--- config.mk ---
export PLATFORM = sky130hd
export DESIGN_NAME = alu_fifo_engine
export DESIGN_NICKNAME = d
export VERILOG_FILES = /design/src/rtl/alu_fifo_engine.sv
export SDC_FILE = /design/constraint.sdc
export NUM_CORES = 2
export LEC_CHECK = 0
export BUFFER_PORTS_ARGS = -buffer_cell sky130_fd_sc_hd__buf_4
export CORE_ASPECT_RATIO = 0.6
export CORE_MARGIN = 2
export CORE_UTILIZATION = 40
export DETAILED_ROUTE_END_ITERATION = 10
export MAX_ROUTING_LAYER = met4
export PLACE_DENSITY_LB_ADDON = 0.3
export SLEW_MARGIN = 0
export SYNTH_ARGS = -nofsm -noshare
export SYNTH_HDL_FRONTEND = slang
export SYNTH_SLANG_ARGS = --single-unit
--- constraint.sdc ---
create_clock -name clk_main_a0 -period 24.5 [get_ports clk_main_a0]
set_input_delay 2.45 -clock clk_main_a0 [delete_from_list [all_inputs] [get_ports clk_main_a0]]
set_output_delay 2.45 -clock clk_main_a0 [all_outputs]
set_load 0.005 [all_outputs]
--- src/rtl/alu_fifo_engine.sv ---
// Command engine: pops opcode/A/B triples from the CL-to-ALU FIFO and pushes one ALU result
// per command into the ALU-to-CL FIFO, with result and illegal-opcode counters.
module alu_fifo_engine #(
    parameter int DATA_WIDTH = 32
) (
    input  logic                  clk_main_a0,
    input  logic                  rst_main_n_sync,
    output logic                  fifo_cl_to_alu_rd,
    input  logic [DATA_WIDTH-1:0] fifo_cl_to_alu_dout,
    input  logic                  fifo_cl_to_alu_empty,
    output logic                  fifo_alu_to_cl_wr,
    output logic [DATA_WIDTH-1:0] fifo_alu_to_cl_din,
    input  logic                  fifo_alu_to_cl_full,
    output logic                  busy,
    output logic [15:0]           cmd_count,
    output logic [15:0]           err_count
);

    typedef enum logic [2:0] {
        IDLE    = 3'd0,
        RD_REQ  = 3'd1,
        RD_WAIT = 3'd2,
        CAPTURE = 3'd3,
        EXEC    = 3'd4,
        WR_OUT  = 3'd5
    } state_t;

    state_t                state, state_next;
    logic [1:0]            idx;
    logic [3:0]            opcode;
    logic [DATA_WIDTH-1:0] op_a, op_b, result;
    logic [DATA_WIDTH-1:0] alu_out;
    logic                  alu_illegal;
    logic                  rd_next, wr_next;
    logic [DATA_WIDTH-1:0] din_next;

    always_ff @(posedge clk_main_a0 or negedge rst_main_n_sync) begin
        if (!rst_main_n_sync) state <= IDLE;
        else                  state <= state_next;
    end

    always_comb begin
        state_next = state;
        case (state)
            IDLE:    if (!fifo_cl_to_alu_empty) state_next = RD_REQ;
            RD_REQ:  if (!fifo_cl_to_alu_empty) state_next = RD_WAIT;
            RD_WAIT: state_next = CAPTURE;
            CAPTURE: state_next = (idx == 2'd2) ? EXEC : RD_REQ;
            EXEC:    state_next = WR_OUT;
            WR_OUT:  if (!fifo_alu_to_cl_full) state_next = IDLE;
            default: state_next = IDLE;
        endcase
    end

    // The strobes are registered, so rd is visible during RD_WAIT and the FIFO
    // pops on the edge closing it, presenting dout while in CAPTURE.
    always_comb begin
        rd_next  = (state == RD_REQ) && !fifo_cl_to_alu_empty;
        wr_next  = (state == WR_OUT) && !fifo_alu_to_cl_full;
        din_next = wr_next ? result : '0;
    end

    always_comb begin
        alu_illegal = 1'b0;
        alu_out     = '1;
        case (opcode)
            4'd0: alu_out = op_a + op_b;
            4'd1: alu_out = op_a - op_b;
            4'd2: alu_out = op_a & op_b;
            4'd3: alu_out = op_a | op_b;
            4'd4: alu_out = op_a ^ op_b;
            4'd5: alu_out = op_a << op_b[4:0];
            4'd6: alu_out = op_a >> op_b[4:0];
            4'd7: alu_out = ($signed(op_a) < $signed(op_b)) ? DATA_WIDTH'(1) : '0;
            4'd8: alu_out = op_a * op_b;
            default: alu_illegal = 1'b1;
        endcase
    end

    always_ff @(posedge clk_main_a0 or negedge rst_main_n_sync) begin
        if (!rst_main_n_sync) begin
            idx                <= '0;
            opcode             <= '0;
            op_a               <= '0;
            op_b               <= '0;
            result             <= '0;
            fifo_cl_to_alu_rd  <= 1'b0;
            fifo_alu_to_cl_wr  <= 1'b0;
            fifo_alu_to_cl_din <= '0;
            cmd_count          <= '0;
            err_count          <= '0;
        end else begin
            fifo_cl_to_alu_rd  <= rd_next;
            fifo_alu_to_cl_wr  <= wr_next;
            fifo_alu_to_cl_din <= din_next;
            if (state == IDLE) idx <= '0;
            if (state == CAPTURE) begin
                case (idx)
                    2'd0:    opcode <= fifo_cl_to_alu_dout[3:0];
                    2'd1:    op_a   <= fifo_cl_to_alu_dout;
                    default: op_b   <= fifo_cl_to_alu_dout;
                endcase
                if (idx != 2'd2) idx <= idx + 2'd1;
            end
            if (state == EXEC) begin
                result <= alu_out;
                if (alu_illegal) err_count <= err_count + 16'd1;
            end
            if (wr_next) cmd_count <= cmd_count + 16'd1;
        end
    end

    assign busy = (state != IDLE);

endmodule

==> out/metrics.csv <==
stage;metric;value;unit
outcome;status;complete, no violations;
setup_path;worst_setup_path_start_kind;flop;
layout;fillers;7213;
global_routing;first_global_vias;25000;
cts;clock_sinks;171;
global_routing;grt_pass1_wl;179000;um
setup_path;critPathArrivalTime;8.85;ns
routing;drt_pass1_iterations;6;
layout;final_common_cell;nor2_1;
hold_path;holdPathStages;1;
cts;cts_resized;0;
setup_path;crit_required;24.93;ns
sta;clock_skew;0.0287;ns
yosys;ys_seq_area_share;14.8;%
cts;post_cts_buffers;0;
routing;vias;25800;
sta;fin_crit_sh;34.4;%
floorplanning;fp.coreArea;0.0716;sq mm
hold_path;hp-start;cmd_count[15]$_DFFE_PN0P_;
cts;cts_max_level;4;
sta;fmax;0.119;GHz
routing;vias_per_cell;5.90;
cts;root_buffer;clkbuf_16;
cts;clockBufferDepth;2;
placed_design;port_buffers;102;
yosys;synth_flop_cell;dfrtp_1;
cts;clkLatencyLatePin;0.52;ns
layout;design_area;0.0314;sq mm
setup_path;endpoint_kind;flop;
global_routing;antenna_found_initial;4;
routing;wire_per_inst;28.0;um
placed_design;dpl_worst_slack;16.28;ns
setup_path;regToRegEndpoint;result[21]$_DFFE_PN0P_;
setup_path;cp-startpoint;op_a[7]$_DFFE_PN0P_;
sta;fin_ws;16.08;ns
layout;layout_common_cells;nor2_1 (481), inv_1 (464), fa_1 (410);
routing;drt_iter0_markers;3450;
placed_design;place_congestion;1.06;
sta;finalHoldViolCount;0;
yosys;syn_area;0.0289;sq mm
sta;maxSlewViolCount;0;
sta;setup_viol;0;
global_routing;grt_max_degree;66;
floorplanning;die_w;351;um
yosys;synth_fp_nets;4050;
yosys;ys_async_sr_fraction;100;%
floorplanning;initial_core_util;40.3;%
floorplanning;die_area;0.0744;sq mm
layout;final_nets;4053;
placed_design;hpwlAfterDp;94300;um
cts;cts_tree;built;
floorplanning;io_pins;103;
floorplanning;std_cell_rows;76;
cts;path_clk_slew;0.08;ns
yosys;synth_top_area_share;28.4;%
yosys;ys_top_cells_by_area;fa_1 (28%), dfrtp_1 (15%), ha_1 (9.6%);
sta;rsz0062_at_grt;false;
placed_design;place_area;0.0307;sq mm
sta;worst_pin_slew;1.43;ns
yosys;synth_cell_types;79;
yosys;synth_area_per_cell;8.53;sq um
setup_path;rr_worst_depth;25;
routing;drc;0;
layout;area_delta_synth_final;8.68;%
cts;cts_buffers;17;
setup_path;rr_startpoint;op_a[7]$_DFFE_PN0P_;
setup_path;crit_type;flop to flop;
flow_run;drv_cap;0;
yosys;yosysWarnings;0;
cts;cts_hold_buffers;0;
yosys;synth_seq_cells;171;
global_routing;overflow;0;
sta;setup-tns-final;0;ns
setup_path;regToRegSetupSlack;16.08;ns
layout;final_core_util;43.8;%
setup_path;critical_path.max_fanout;17;
yosys;synth_edf_count;0;
global_routing;grtUsageTotal;34.7;%
yosys;syn_inst;3382;
yosys;yosys.area.top_type;fa_1;
routing;ant_nets;0;
routing;wl;123000;um
layout;drive_above_1_share;9.33;%
sta;slew_headroom;3.88;%
hold_path;hold_path_class;flop to flop;
sta;period_minus_slack;8.42;ns
hold_path;min_to;cmd_count[15]$_DFFE_PN0P_;
floorplanning;die_y;212;um
[cell families after synthesis]
family / Yosys count / share of synthesized area [%]
buffers and inverters: 680 / 8.93
AOI/OAI and AO/OA: 605 / 14.0
xor gates and xnor gates: 120 / 3.64
adders and majority gates: 632 / 38.1
muxes: 127 / 5.25
DFF: 171 / 14.8
and+or+nand+nor: 1047 / 15.3
[critical path, stage by stage, from the launching register on]
cell and delay, ns:
dfrtp_1 0.32, buf_4 0.31, clkinv_1 0.82, nor2_1 0.41
fa_1 0.43, inv_1 0.08, fa_1 0.42, fa_1 0.49
inv_1 0.08, fa_1 0.54, ha_1 0.22, ha_1 0.29
inv_1 0.05, fa_1 0.47, inv_1 0.05, fa_1 0.43
ha_1 0.22, or4_1 0.55, o211ai_1 0.59, nand2_1 0.12
a21oi_1 0.28, o21ai_1 0.16, a31oi_1 0.47, xnor2_1 0.19
nand2_1 0.11, a41oi_1 0.23
[synthesized netlist by cell type, drive strengths merged (12+ instances only)]
| cell | number |
|---|---|
| nor2 | 483 |
| inv | 469 |
| fa | 410 |
| nand2 | 351 |
| ha | 222 |
| o21ai | 173 |
| dfrtp | 171 |
| clkbuf | 146 |
| a21oi | 141 |
| xnor2 | 97 |
| mux2i | 67 |
| buf | 53 |
| mux2 | 45 |
| a221oi | 41 |
| and2 | 38 |
| nor3 | 38 |
| a21o | 32 |
| nand3 | 27 |
| nand2b | 25 |
| o22ai | 25 |
| o221ai | 23 |
| xor2 | 23 |
| a211oi | 20 |
| o211ai | 20 |
| a31oi | 18 |
| a221o | 16 |
| mux4 | 15 |
| nand4 | 14 |
| nor2b | 14 |
| o21bai | 14 |
| nor4 | 13 |
| or3 | 13 |
| clkinv | 12 |
[state kept, by name (all words and copies together) (netlist names)]
| register | cells |
|---|---|
| op_b | 32 |
| fifo_alu_to_cl_wr | 1 |
| state | 3 |
| opcode | 4 |
| idx | 2 |
| fifo_alu_to_cl_din | 32 |
| err_count | 16 |
| fifo_cl_to_alu_rd | 1 |
| cmd_count | 16 |
| result | 32 |
| op_a | 32 |
[area by class of cell]
| type | instances | area, sq um | share of cell area (%) |
|---|---|---|---|
| antenna | 5 | 12.5 | 0.0399 |
| clock buffer | 20 | 457 | 1.46 |
| clock inverter | 12 | 150 | 0.479 |
| inverter | 481 | 1810 | 5.76 |
| multi-input combinational | 2531 | 22100 | 70.3 |
| sequential | 171 | 4290 | 13.7 |
| tap | 975 | 1220 | 3.89 |
| timing repair buffer | 183 | 1380 | 4.40 |
[worst max path at each step]
stage	to	slack (ns)	cells after the start
floorplan	result[30]$_DFFE_PN0P_	16.28	29
global placement	result[21]$_DFFE_PN0P_	16.41	25
detailed placement	result[30]$_DFFE_PN0P_	16.28	25
CTS	result[30]$_DFFE_PN0P_	16.26	25
global route	result[31]$_DFFE_PN0P_	15.80	25
finish	result[21]$_DFFE_PN0P_	16.08	25
[through the flow]
| stage | hold WS, ns | instances |
|---|---|---|
| after floorplan | 0.454 | 3382 |
| after global placement | 0.464 | 4341 |
| after detailed placement | 0.466 | 4341 |
| after CTS | 0.480 | 4373 |
| after global routing | 0.506 | 4377 |
| final | 0.479 | 4378 |
[per-layer routing]
metal,vias up,wire length (um),share of wire (%),GRT usage [%]
met2,1751,47100,38,44.1
met3,195,17600,14,12.4
met5,-,0,0,-
met1,12900,54800,45,51.3
met4,0,3180,2.6,8.42
li1,11000,-,-,-
Power is left out: the tool's default activity adds up to more than one toggle a clock period on the data nets, which glitch-free logic cannot reach.
